**src/rtl/cmp_pkg.sv**
```systemverilog
// Shared definitions for the serial magnitude comparator.
//   cmp_op_e    : comparison opcode encodings carried on the op port
//   cmp_state_e : control FSM states (IDLE -> RUN -> DONE)
//   cmp_eval()  : maps the final gt/lt flags onto the requested relation
package cmp_pkg;

    typedef enum logic [2:0] {
        OP_GT = 3'd0,
        OP_GE = 3'd1,
        OP_LT = 3'd2,
        OP_LE = 3'd3,
        OP_EQ = 3'd4,
        OP_NE = 3'd5
    } cmp_op_e;

    typedef enum logic [1:0] {
        ST_IDLE = 2'd0,
        ST_RUN  = 2'd1,
        ST_DONE = 2'd2
    } cmp_state_e;

    // Reserved encodings (6, 7) always produce 0.
    function automatic logic cmp_eval(input logic [2:0] op, input logic gt, input logic lt);
        logic res;
        res = 1'b0;
        case (cmp_op_e'(op))
            OP_GT:   res = gt;
            OP_GE:   res = ~lt;
            OP_LT:   res = lt;
            OP_LE:   res = ~gt;
            OP_EQ:   res = ~gt & ~lt;
            OP_NE:   res = gt | lt;
            default: res = 1'b0;
        endcase
        return res;
    endfunction

endpackage

```
**src/rtl/cmp_digit.sv**
```systemverilog
// Combinational compare of one DIGIT-bit slice of the two operands.
// Ports:
//   a, b : DIGIT-bit unsigned digits
//   gt   : a > b
//   lt   : a < b
module cmp_digit #(
    parameter int DIGIT = 8
) (
    input  logic [DIGIT-1:0] a,
    input  logic [DIGIT-1:0] b,
    output logic             gt,
    output logic             lt
);

    assign gt = (a > b);
    assign lt = (a < b);

endmodule

```
**src/rtl/cmp_uint_serial.sv**
```systemverilog
// Digit-serial comparator: compares two WIDTH-bit operands DIGIT bits per
// cycle, most-significant digit first, and reports one relation bit.
// Optional build macro: CMP_EARLY_EXIT_EN -- finish as soon as the first
// differing digit is found instead of always scanning every digit.
// Ports:
//   clk, rst_n          : clock (rising edge), asynchronous active-low reset
//   in_valid, in_ready  : request handshake; in_ready is high only in IDLE
//   a, b                : WIDTH-bit operands, sampled on request handshake
//   op                  : 0=GT 1=GE 2=LT 3=LE 4=EQ 5=NE (6,7 give 0)
//   is_signed           : 1 = two's-complement order, 0 = unsigned
//   out_valid, out_ready: result handshake; out_valid is high only in DONE
//   y                   : result bit, held stable while out_valid is high
module cmp_uint_serial #(
    parameter int WIDTH = 64,
    parameter int DIGIT = 8
) (
    input  logic             clk,
    input  logic             rst_n,
    input  logic             in_valid,
    output logic             in_ready,
    input  logic [WIDTH-1:0] a,
    input  logic [WIDTH-1:0] b,
    input  logic [2:0]       op,
    input  logic             is_signed,
    output logic             out_valid,
    input  logic             out_ready,
    output logic             y
);
    import cmp_pkg::*;

    localparam int DIG_SAFE = (DIGIT < 1) ? 1 : DIGIT;
    localparam int NDIG     = WIDTH / DIG_SAFE;
    localparam int CNT_W    = (NDIG > 1) ? $clog2(NDIG) : 1;

    generate
        if ((DIGIT < 1) || ((WIDTH % DIG_SAFE) != 0)) begin : g_bad_cfg
            $error("cmp_uint_serial: WIDTH must be a multiple of DIGIT and DIGIT >= 1");
        end
    endgenerate

    cmp_state_e       state;
    logic [CNT_W-1:0] cnt;
    logic             gt;
    logic             lt;
    logic [2:0]       op_r;
    logic [WIDTH-1:0] a_sh;
    logic [WIDTH-1:0] b_sh;
    logic [WIDTH-1:0] a_ld;
    logic [WIDTH-1:0] b_ld;
    logic             dig_gt;
    logic             dig_lt;
    logic             gt_nxt;
    logic             lt_nxt;
    logic             last;

    // Flipping the sign bit maps two's-complement order onto unsigned order,
    // so the rest of the datapath never needs to know about signedness.
    always_comb begin
        a_ld            = a;
        b_ld            = b;
        a_ld[WIDTH-1]   = a[WIDTH-1] ^ is_signed;
        b_ld[WIDTH-1]   = b[WIDTH-1] ^ is_signed;
    end

    cmp_digit #(
        .DIGIT (DIGIT)
    ) u_digit (
        .a  (a_sh[WIDTH-1 -: DIGIT]),
        .b  (b_sh[WIDTH-1 -: DIGIT]),
        .gt (dig_gt),
        .lt (dig_lt)
    );

    // The first differing digit decides the order; later digits cannot
    // override it, hence the sticky flags.
    assign gt_nxt = gt | (~gt & ~lt & dig_gt);
    assign lt_nxt = lt | (~gt & ~lt & dig_lt);

`ifdef CMP_EARLY_EXIT_EN
    assign last = (cnt == '0) | gt_nxt | lt_nxt;
`else
    assign last = (cnt == '0);
`endif

    // Operand shift registers carry no reset: every accept reloads them.
    always_ff @(posedge clk) begin
        if ((state == ST_IDLE) && in_valid) begin
            a_sh <= a_ld;
            b_sh <= b_ld;
        end else if (state == ST_RUN) begin
            a_sh <= a_sh << DIGIT;
            b_sh <= b_sh << DIGIT;
        end
    end

    always_ff @(posedge clk or negedge rst_n) begin
        if (!rst_n) begin
            state     <= ST_IDLE;
            cnt       <= '0;
            gt        <= 1'b0;
            lt        <= 1'b0;
            op_r      <= 3'd0;
            y         <= 1'b0;
            in_ready  <= 1'b1;
            out_valid <= 1'b0;
        end else begin
            case (state)
                ST_IDLE: begin
                    if (in_valid) begin
                        op_r     <= op;
                        gt       <= 1'b0;
                        lt       <= 1'b0;
                        cnt      <= CNT_W'(NDIG - 1);
                        in_ready <= 1'b0;
                        state    <= ST_RUN;
                    end
                end
                ST_RUN: begin
                    gt <= gt_nxt;
                    lt <= lt_nxt;
                    if (last) begin
                        y         <= cmp_eval(op_r, gt_nxt, lt_nxt);
                        out_valid <= 1'b1;
                        state     <= ST_DONE;
                    end else begin
                        cnt <= cnt - 1'b1;
                    end
                end
                ST_DONE: begin
                    if (out_ready) begin
                        y         <= 1'b0;
                        out_valid <= 1'b0;
                        in_ready  <= 1'b1;
                        state     <= ST_IDLE;
                    end
                end
                default: begin
                    y         <= 1'b0;
                    out_valid <= 1'b0;
                    in_ready  <= 1'b1;
                    state     <= ST_IDLE;
                end
            endcase
        end
    end

endmodule

```
**config.mk**
```make
export PLATFORM = sky130hd
export DESIGN_NAME = cmp_uint_serial
export DESIGN_NICKNAME = d
export VERILOG_FILES = /design/src/rtl/cmp_pkg.sv /design/src/rtl/cmp_digit.sv /design/src/rtl/cmp_uint_serial.sv
export SDC_FILE = /design/constraint.sdc
export NUM_CORES = 1
export LEC_CHECK = 0
export BUFFER_PORTS_ARGS = -buffer_cell sky130_fd_sc_hd__buf_2
export CAP_MARGIN = 30
export CORE_MARGIN = 2
export CORE_UTILIZATION = 58
export CTS_CLUSTER_DIAMETER = 200
export CTS_CLUSTER_SIZE = 40
export DETAILED_ROUTE_END_ITERATION = 8
export GPL_ROUTABILITY_DRIVEN = 0
export PLACE_DENSITY = 0.85
export SYNTH_ARGS = -nofsm -noshare
export SYNTH_HDL_FRONTEND = slang
export SYNTH_SLANG_ARGS = --single-unit
```
**constraint.sdc**
```tcl
create_clock -name clk -period 7.6 [get_ports clk]
set_input_delay 0.76 -clock clk [delete_from_list [all_inputs] [get_ports clk]]
set_output_delay 0.76 -clock clk [all_outputs]
set_load 0.03 [all_outputs]
```
[Yosys cells after proc, flatten, opt, wreduce, memory -nomap -nowiden]
Cells that the tools add are included.
Cells by class
  $add $sub $neg: 1
  multiply operators: 0
  div/mod/pow operators: 0
  $lt $le $gt $ge: 2
  equal/unequal tests: 11
  shift operators: 0
  mux-type cells: 22
  bitwise logic cells: 15
  reductions and logical operators: 12
Operators with widths (number)
  $mux W64: 4
  $reduce_and A3 Y1: 4
  $pmux W1 S3: 3
  $gt A8 B8 Y1: 1
  $lt A8 B8 Y1: 1
  $ne A2 B2 Y1 const B: 4
  $eq A3 B2 Y1 const B: 2
  $eq A3 B3 Y1 const B: 2
  $logic_not A3 Y1: 2
  $mux W2: 3
  $mux W3: 2
  $not A1 Y1: 6
  $pmux W1 S6: 1
  $pmux W2 S3: 1
  $pmux W3 S2: 1
  $mux W1: 5
  $and A1 B1 Y1: 4
  $pmux W1 S2: 2
  $reduce_and A2 Y1: 2
  $reduce_bool A2 Y1: 2
  $eq A3 B1 Y1 const B: 1
  $or A1 B1 Y1: 3
  $sub A3 B1 Y3 const B: 1
  $eq A2 B1 Y1 const B: 1
  other kinds (4): 5
Word-level totals
  bits in registers: 141
  bits in latches: 0
  RAM bits: 0
  memory bits (read-only): 0
  input port bits: 136
  output and inout port bits: 3
  logic and storage cells: 73
  memories: 0

[Longest topological paths before layout]
Gate-level depths: netlist of run 1.
  word-level depth: 9
  gate-level depth with buffers: 8

[Hierarchy]
Synthesis of run 1 repeated with hierarchy kept, for this count alone.
Unflattened totals
  cell total of the unflattened synthesis: 369
  area, all modules: 6293.5 µm²
Modules (own cells, without submodules)
  cmp_uint_serial: instances 1, cells each 340, area an instance 6082.1 µm²
  cmp_digit: instances 1, cells each 29, area an instance 211.5 µm²

[Least setup slack after synthesis of run 1]
Ideal clock, no wire load.
  path type: in2reg
  start point: in in_valid
  end point: reg a_sh[0] (enable)
  library setup time: 492 ps
  arrival time: 4048 ps
  required time: 7108 ps
  path slack: 3060 ps
  cell stages on the path: 5
  cells stage by stage: nand2b_4 or2_1 buf_2 buf_2 nand2_1
Between the ends
  longest elaborated chain between the ends: 2
RTL lines
  start: declaration: line cmp_uint_serial.sv:19  | input logic in_valid,
  $logic_and A1 B1 Y1: line cmp_uint_serial.sv:87  | if ((state == ST_IDLE) && in_valid) begin
  $reduce_bool A2 Y1 (no source line)
  end signal: assignment: line cmp_uint_serial.sv:88  | a_sh <= a_ld;
  end signal: assignment: line cmp_uint_serial.sv:91  | a_sh <= a_sh << DIGIT;
  end: declaration: line cmp_uint_serial.sv:46  | logic [WIDTH-1:0] a_sh;
No other way between the ends.
A chain may end at the register's enable or synchronous reset.

[Final worst setup path of run 1]
  start point: reg state[0]
  end point: reg b_sh[6] (enable)
Between the ends
  longest elaborated chain between the ends: 3
  elaborated cells on any way between the ends: 4
  classes of those cells: 1 x eq/ne; 3 x reduce/logical
RTL lines
  start: declaration: line cmp_uint_serial.sv:41  | cmp_state_e state;
  start signal: assignment: line cmp_uint_serial.sv:98  | state <= ST_IDLE;
  start signal: assignment: line cmp_uint_serial.sv:115  | state <= ST_RUN;
  start signal: assignment: line cmp_uint_serial.sv:124  | state <= ST_DONE;
  $logic_not A2 Y1: line cmp_uint_serial.sv:87
  $logic_and A1 B1 Y1: line cmp_uint_serial.sv:87
  $reduce_bool A2 Y1 (no source line) *
  end signal: assignment: line cmp_uint_serial.sv:89  | b_sh <= b_ld;
  end signal: assignment: line cmp_uint_serial.sv:92  | b_sh <= b_sh << DIGIT;
  end: declaration: line cmp_uint_serial.sv:47  | logic [WIDTH-1:0] b_sh;
Mark *: on every way between the ends. The rest lies on a longest branch, timed or not.

==> results.yml, run 1 <==
final_layout:
  fin_cells: 891
  area_delta_synth_final_pct: 20.3
  antenna_cells: 0
  layout_commonest_cell: "nand2_1"
  fillers: 738
  mostFrequentLayoutCells: "nand2_1 (347), buf_2 (138), edfxtp_1 (128)"
  design_area_sq_um: 7560
  fin_util: 0.726
  drive_above_1_share: 0.229
  layout.nets: 890
run_status:
  status: "finished, final reports clean"
place:
  hpwl_um: 7990
  port_buffers: 138
  pre_cts_ws_ns: 4.63
  placed_area_sq_um: 7030
  place_inst: 861
worst_setup_path:
  setup.worst_path.start_class: "register"
  cp.arrival_ns: 2.78
  r2r_setup_slack_ns: 4.97
  crit_chain: "nand2b_4 -> or2_4 -> nand2_4 -> buf_4"
  reg2reg_depth: 4
  slowest_stage: "buf_4"
  crit_fanout: 71
  crit_type: "register to register"
  cp_data_required_time_ns: 7.75
  critPathCaptureType: "register"
  max_stage_delay_ns: 0.80
grt:
  grt_pass1_vias: 4471
  grt.total_usage: 0.226
  grt_pass1_wl_um: 19700
  antenna_found_initial: 1
  grt_max_degree: 95
  grt_overflow: 0
timing:
  rsz0062_at_grt: "no"
  skew_ns: 0.00993
  hold_viol: 0
  fin_ws_ns: 4.97
  tightest_slew_ns: 0.871
  drv_slew: 0
  final.setup.tns_ns: 0
  fin_crit_sh: 0.346
  finalCriticalPeriod_ns: 2.63
  fmax_ghz: 0.380
  finalSetupViolations: 0
  slew_headroom: 0.420
clock_tree:
  post-cts-setup-buffers: 0
  cts_root_buf: "clkbuf_8"
  cts_resized: 0
  insertion_delay_ns: 0.53
  cts_buffer_depth: 2
  cts_max_level: 4
  clkTransAtPathRegs_ns: 0.06
  cts-buffers-inserted: 17
  clock-sinks: 141
  cts_tree: "yes"
  ctsHoldBuffers: 0
floorplan:
  io_pins: 139
  start_util: 0.603
  die_h_um: 108
  rows: 37
  die-area_sq_um: 11700
  dieWidth_um: 108
  core_area_sq_um: 10400
synthesis:
  synthArstFlopShare: 0.0922
  netlist_instances: 610
  synth_edf_count: 128
  yosysWarnings: 0
  syn_nets: 756
  synth_ff_type: "edfxtp_1"
  syn-cell-area_sq_um: 6280
  yosysUniqueCellTypes: 32
  synth-seq-cells: 141
  syn_avg_cell_area_sq_um: 10.3
  yosysSeqAreaShare: 0.664
power_and_ir_drop:
  power_density_nw_per_um2: 406
  peakVddDrop_mv: 0.197
  p_leak_nw: 3.65
detailed_routing:
  ant_nets: 0
  avgViaCountPerCell: 5.07
  wl_um: 12300
  num_vias: 4518
  drt-initial-drc-count: 332
  first_pass_iters: 5
  wl_per_cell_um: 13.8
  drc: 0
worst_hold_path:
  hp-class: "primary input to asynchronous set/reset pin"
job:
  maxCapViolCount: 0
-- where the power goes --
part | switching [mW] | internal, mW | total (mW) | leakage [nW]
clock | 0.288 | 0.458 | 0.746 | 0.254
sequential | 0.125 | 1.40 | 1.53 | 1.51
combinational | 0.520 | 0.275 | 0.795 | 1.88
-- kinds of logic (layout without fill, tap and decap cells) --
logic type / after synthesis / in the layout / synth area share
compound gates: 27 / 27 / 0.0263
fa+ha+maj: 10 / 10 / 0.0199
mux: 1 / 1 / 0.00159
simple gates: 386 / 386 / 0.243
flops: 141 / 141 / 0.664
buf+inv: 42 / 187 / 0.0414
xor+xnor: 3 / 3 / 0.00418
-- routing by layer --
layer | up-vias | global-route usage | wire length, um
met1 | 2070 | 0.259 | 4770
met4 | 0 | 0.0888 | 248
met5 | - | 0 | 0
met3 | 25 | 0.0934 | 997
met2 | 159 | 0.378 | 6320
li1 | 2264 | - | -
-- state kept, by name, indices dropped and copies added, names as in the netlist --
register,flops
out_valid,1
a_sh,64
b_sh,64
gt,1
in_ready,1
lt,1
state,2
op_r,3
y,1
cnt,3
-- worst paths after layout --
check                           end  startpoint
setup / recovery            b_sh[6]    state[0]
hold reg to reg              cnt[0]      cnt[0]
min in group clk            op_r[1]       op[1]
setup reg to reg            b_sh[6]    state[0]
max in group asynchronous  in_ready       rst_n
hold / removal              op_r[0]       rst_n
-- area by class of cell --
class	count	area, sq um	share of cell area
flip-flops and latches	141	4170	0.552
inverters	14	52.6	0.00695
multi-input cells	427	1870	0.247
repair buffers	143	768	0.102
clock buffers	21	429	0.0568
well taps	136	170	0.0225
clock inverters	9	97.6	0.0129
-- stage by stage --
step / total power, mW / hold slack (ns)
2_1_floorplan: 2.14 / 0.440
3_3_place_gp: 2.24 / 0.454
3_5_place_dp: 2.33 / 0.497
4_1_cts: 3.09 / 0.100
5_1_grt: 3.27 / 0.116
6_report: 3.07 / 0.120
-- cells in the mapped netlist (2+ instances only) --
cell | count | area share
a211o_1 | 2 | 0.0028
and2_1 | 16 | 0.016
xnor2_1 | 3 | 0.0042
dfrtp_1 | 12 | 0.048
a21oi_1 | 8 | 0.0064
nor3_1 | 4 | 0.0032
nand4_1 | 2 | 0.0020
edfxtp_1 | 128 | 0.61
a31oi_1 | 3 | 0.0030
o21ai_1 | 4 | 0.0032
inv_1 | 14 | 0.0084
nand2_1 | 348 | 0.21
nor2_1 | 10 | 0.0060
ha_1 | 10 | 0.020
o21ai_0 | 4 | 0.0032
buf_6 | 11 | 0.020
buf_2 | 16 | 0.013
-- critical path, delay by kind of cell (launching register included) --
family	cells	cell delay, ns
buffers and inverters	1	0.80
and+or+nand+nor	3	0.98
DFF	1	0.43
No activity file was read; power rests on OpenSTA's default activity.
==> run 2, diff against run 1 <==
CORE_UTILIZATION = 54   (was 58)
PLACE_DENSITY = 0.8   (was 0.85)
clock period = 2.7 ns   (was 7.6 ns; I/O delays follow)
==> run 2 against run 1 <==
  * Die area up 7.1%
  * Combinational power rose to 2.8 times the previous value
  * First-iteration DRC count down 0.90%
  * Sequential share of layout area down 0.67 points
  * Non-clock buffer count up 3
  * Global-route usage down 2.4 points
  * Via count down 0.73%
  * Sequential cell count unchanged
  * Worst setup slack worse by 4.2 ns
  * Fmax up 38%
  * Hold slack worse by 0.069 ns
  * Clock skew down 0.0015 ns
  * Critical endpoint is now y
  * Largest cell class unchanged
==> results.yml, run 2 (synthesis results as in run 1) <==
floorplan:
  die_h_um: 112
  die-area_sq_um: 12500
  dieWidth_um: 112
  start_util: 0.553
  core_area_sq_um: 11400
  rows: 39
  io_pins: 139
final_layout:
  antenna_cells: 0
  fillers: 846
  multi_input_area_sq_um: 1880
  drive_above_1_share: 0.237
  layout_commonest_cell: "nand2_1"
  reg_top3: "a_sh (64), b_sh (64)"
  area_delta_synth_final_pct: 21.8
  seq_area_sq_um: 4170
  layout.nets: 893
  mostFrequentLayoutCells: "nand2_1 (347), buf_2 (138), edfxtp_1 (128)"
grt:
  grt_pass1_vias: 4440
  antenna_found_initial: 0
  grt_overflow: 0
  grt_pass1_wl_um: 19800
  grt.total_usage: 0.202
  grt_max_degree: 95
timing:
  fin_crit_sh: 0.708
  finalCriticalPeriod_ns: 1.91
  drv_slew: 0
  hold_viol: 0
  final.setup.tns_ns: 0
  finalSetupViolations: 0
  skew_ns: 0.00838
  tightest_slew_ns: 0.586
  fmax_ghz: 0.523
  slew_headroom: 0.609
  rsz0062_at_grt: "no"
power_and_ir_drop:
  p_int_mw: 6.18
  pwr-share-comb: 0.256
  p_leak_nw: 3.69
  pwr-share-clk: 0.258
  switching_share: 0.298
  p_total_mw: 8.80
  p_sw_mw: 2.62
  seq_power_share: 0.485
  peakVddDrop_mv: 0.523
  power_density_nw_per_um2: 1150
worst_setup_path:
  r2r_setup_slack_ns: 0.79
  slowest_stage: "edfxtp_1"
  crit_type: "register to register"
  critPathTopFamily: "simple AND/OR/NAND/NOR gates"
  crit_buf_inv: 0
  cp_data_required_time_ns: 3.00
  reg2reg_depth: 6
  setup.worst_path.start_class: "register"
  max_stage_delay_ns: 0.38
  cp.arrival_ns: 2.21
  reg2reg_from: "a_sh[63]"
  critPathCaptureType: "register"
  crit_chain: "ha_1 -> nand4_1 -> nor4_1 -> o21ai_0 -> xnor2_1 -> a211o_1"
  rr_endpoint: "y"
  crit_fanout: 4
place:
  port_buffers: 138
  hpwl_um: 7970
worst_hold_path:
  hp-class: "primary input to register"
  min_from: "op[0]"
  whs_path_depth: 3
  hold_path_end: "op_r[0]"
detailed_routing:
  num_vias: 4485
  wl_um: 11800
  drc: 0
  wl_per_cell_um: 13.0
  ant_nets: 0
  drt-initial-drc-count: 329
  avgViaCountPerCell: 4.97
  first_pass_iters: 4
clock_tree:
  clock-sinks: 141
  post-cts-setup-buffers: 0
  cts_tree: "yes"
  clkTransAtPathRegs_ns: 0.06
  insertion_delay_ns: 0.42
  cts_root_buf: "clkbuf_16"
  cts-buffers-inserted: 17
  cts_max_level: 4
  cts_buffer_depth: 2
run_status:
  status: "finished, final reports clean"
job:
  maxCapViolCount: 0
-- run 2: cell types whose count changed in the layout (fill, tap and decap cells not counted), sizes merged --
cell / change
bufinv: +1
dlygate4sd3: +1
clkinvlp: +1
clkinv: +4
clkbuf: -4
buf: +2
-- run 2: worst max path at each step --
stage,startpoint,endpoint,slack [ns],cells after the start
CTS,a_sh[63],y,0.81,6
detailed placement,a_sh[63],y,0.82,6
global placement,state[0],b_sh[44],0.90,5
finish,a_sh[63],y,0.79,6
global route,state[0],b_sh[44],0.68,5
floorplan,state[0],a_sh[0],0.35,5
-- run 2: worst min-delay path: stages --
cell	delay (ns)
buf_2	0.07
nand2_1	0.04
nand2_1	0.05
-- run 2: through the flow --
stage / instances / hold slack, ns / util / area [sq um] / worst slack, ns
finish: 903 / 0.0509 / 0.673 / 7650 / 0.789
global route: 903 / 0.0444 / 0.673 / 7650 / 0.676
CTS: 903 / 0.0373 / 0.673 / 7650 / 0.811
detailed placement: 870 / 0.168 / 0.621 / 7060 / 0.820
global placement: 870 / 0.166 / 0.621 / 7060 / 0.896
floorplan: 610 / -0.0256 / - / 6290 / 0.347
-- run 2: area by class of cell --
type	instances	share of cell area
inverters	14	0.00687
clock buffers	17	0.0556
well taps	143	0.0234
clock inverters	15	0.0201
repair buffers	146	0.103
multi-input cells	427	0.246
flip-flops and latches	141	0.545
-- run 2: power groups by stage --
stage               Sequential (mW)  Clock (mW)  Combinational [mW]
finish                         4.27        2.27                2.25
global route                   4.37        2.40                2.63
CTS                            4.28        2.31                2.30
detailed placement             4.32           0                2.27
global placement               4.26           0                2.15
floorplan                      4.27           0                1.68
-- run 2: metal layers --
metal / wire [um] / up-vias / global-route usage / part of all wire
li1: - / 2273 / - / -
met1: 4680 / 2020 / 0.256 / 0.40
met2: 5830 / 162 / 0.320 / 0.50
met3: 918 / 30 / 0.0599 / 0.078
met4: 323 / 0 / 0.0988 / 0.027
met5: 0 / - / 0 / 0
-- run 2: timing repair --
action / 4_1_cts / 5_1_grt
hold endpoints to repair: 13 / 0
hold buffers: 1 / 0
gates resized for setup: 0 / 0
==> run 3, diff against run 2 <==
clock period = 1.76 ns   (was 2.7 ns; I/O delays follow)
==> run 3 against run 2 <==
  * The flow now finishes with violations (negative setup slack)
  * Global-route usage up 1.1 points
  * Hold slack worse by 0.031 ns
  * Total power up 59%
  * Final area up 2.3%
  * Cell count up 1.2%
  * Register-to-register slack worse by 0.88 ns
  * Non-clock buffer count up 12
  * Critical path type unchanged
  * Largest power group unchanged
  * Wire length up 8.7%
  * Highest routed layer unchanged
  * Combinational power up 81%
  * Worst setup slack worse by 0.88 ns
==> results.yml, run 3 (synthesis results as in run 1) <==
final_layout:
  design_area_sq_um: 7830
  layout.nets: 905
  multi_input_area_sq_um: 1940
  fillers: 855
  mostFrequentLayoutCells: "nand2_1 (347), buf_2 (138), edfxtp_1 (128)"
  antenna_cells: 0
  reg_top3: "a_sh (64), b_sh (64)"
  area_delta_synth_final_pct: 24.6
  layout_commonest_cell: "nand2_1"
  drive_above_1_share: 0.249
  seq_area_sq_um: 4170
worst_setup_path:
  cp-startpoint: "a_sh[59]"
  reg2reg_from: "a_sh[59]"
  cp.arrival_ns: 2.14
  cp_data_required_time_ns: 2.05
  crit_type: "register to register"
  rr_endpoint: "y"
  setup.worst_path.start_class: "register"
  reg2reg_depth: 6
  crit_fanout: 3
  r2r_setup_slack_ns: -0.09
  critPathCaptureType: "register"
  crit_path_end: "y"
timing:
  rsz0062_at_grt: "yes"
  skew_ns: 0.00530
  finalSetupViolations: 1
  fin_crit_sh: 1.05
  drv_slew: 0
  finalCriticalPeriod_ns: 1.85
  hold_viol: 0
  slew_headroom: 0.808
  fmax_ghz: 0.541
  tightest_slew_ns: 0.289
  fin_ws_ns: -0.0892
floorplan:
  dieWidth_um: 112
  start_util: 0.553
  die_h_um: 112
  io_pins: 139
  core_area_sq_um: 11400
  rows: 39
  die-area_sq_um: 12500
place:
  placed_area_sq_um: 7170
  pre_cts_ws_ns: -0.122
  port_buffers: 138
  hpwl_um: 8250
clock_tree:
  insertion_delay_ns: 0.41
  cts_buffer_depth: 2
  cts_tree: "yes"
  clock-sinks: 141
  cts-buffers-inserted: 17
  cts_root_buf: "clkbuf_16"
  cts_max_level: 4
  clkTransAtPathRegs_ns: 0.06
grt:
  gr-usage-met3: 0.0664
  grt_pass1_vias: 4534
  grt.total_usage: 0.212
  grt_max_degree: 74
  grt_overflow: 0
  antenna_found_initial: 0
  grt_busiest_layer: "met2"
  met1_usage: 0.256
  grt_pass1_wl_um: 20600
  grtUsageMet2: 0.351
detailed_routing:
  avgViaCountPerCell: 4.99
  wl_um: 12800
  drt-initial-drc-count: 306
  first_pass_iters: 5
  ant_nets: 0
  drc: 0
  wl_per_cell_um: 14.0
  num_vias: 4557
power_and_ir_drop:
  peakVddDrop_mv: 1.31
  seq_power_share: 0.472
  pwr-share-comb: 0.292
  pwr-share-clk: 0.236
  switching_share: 0.306
  p_leak_nw: 3.74
  p_sw_mw: 4.28
  power_density_nw_per_um2: 1790
  p_int_mw: 9.70
job:
  maxCapViolCount: 0
run_status:
  status: "finished, violations left"
  violations: "negative setup slack"
worst_hold_path:
  hp-class: "primary input to register"
-- run 3: changes by cell type in the layout (fill, tap and decap cells not counted), sizes merged --
cell         change
buf              +9
clkbuf           +4
clkinv           -4
dlygate4sd3      +3
bufinv           -1
-- run 3: repair_timing --
action                                  CTS  global route
gates resized for setup                   8             5
endpoints found under the setup margin    3             2
hold endpoints to repair                 16             0
pin swaps                                11             4
buffers inserted                          2             0
hold buffers                              4             0
-- run 3: area by class of cell --
type                    instances  area share
flip-flops and latches        141       0.533
multi-input cells             427       0.248
repair buffers                158       0.120
clock buffers                  21      0.0563
well taps                     143      0.0229
clock inverters                10      0.0126
inverters                      14     0.00672
-- run 3: power groups by stage --
stage / logic [mW] / registers [mW] / clock network (mW)
finish: 4.08 / 6.59 / 3.30
detailed placement: 3.77 / 6.61 / 0
floorplan: 2.61 / 6.53 / 0
global route: 4.62 / 6.75 / 3.47
CTS: 4.01 / 6.58 / 3.34
global placement: 3.53 / 6.53 / 0
-- run 3: worst max-delay path, stage by stage (launching register included) --
cell and delay (ns):
edfxtp_1 0.43, ha_4 0.30, nand4_1 0.17, nor4_1 0.28, o21ai_1 0.13, xnor2_1 0.14
a211o_1 0.28
-- run 3: through the flow --
| stage | utilization | power, mW | hold slack (ns) | setup TNS (ns) | std cells |
|---|---|---|---|---|---|
| after global placement | 0.631 | 10.1 | 0.0656 | -0.0229 | 878 |
| after floorplan | - | 9.14 | -0.120 | -21.89 | 610 |
| after CTS | 0.686 | 13.9 | 0.00358 | -0.0403 | 914 |
| after detailed placement | 0.631 | 10.4 | 0.0705 | -0.122 | 878 |
| final | 0.688 | 14.0 | 0.0196 | -0.0892 | 914 |
| after global routing | 0.688 | 14.8 | 0.0175 | -0.186 | 914 |
-- run 3: worst min path at each step --
stage	startpoint	to	slack [ns]	depth (start not counted)
6_report	a[12]	a_sh[12]	0.02	3
5_1_grt	b[19]	b_sh[19]	0.02	3
4_1_cts	b[34]	b_sh[34]	0.004	3
3_5_place_dp	rst_n	op_r[0]	0.07	1
3_3_place_gp	rst_n	op_r[0]	0.07	1
2_1_floorplan	rst_n	cnt[0]	-0.12	0
-- run 3: metal layers --
layer	vias to the layer above	share of wire
met5	-	0
met4	0	0.027
met3	27	0.067
met2	174	0.50
met1	2062	0.40
li1	2294	-
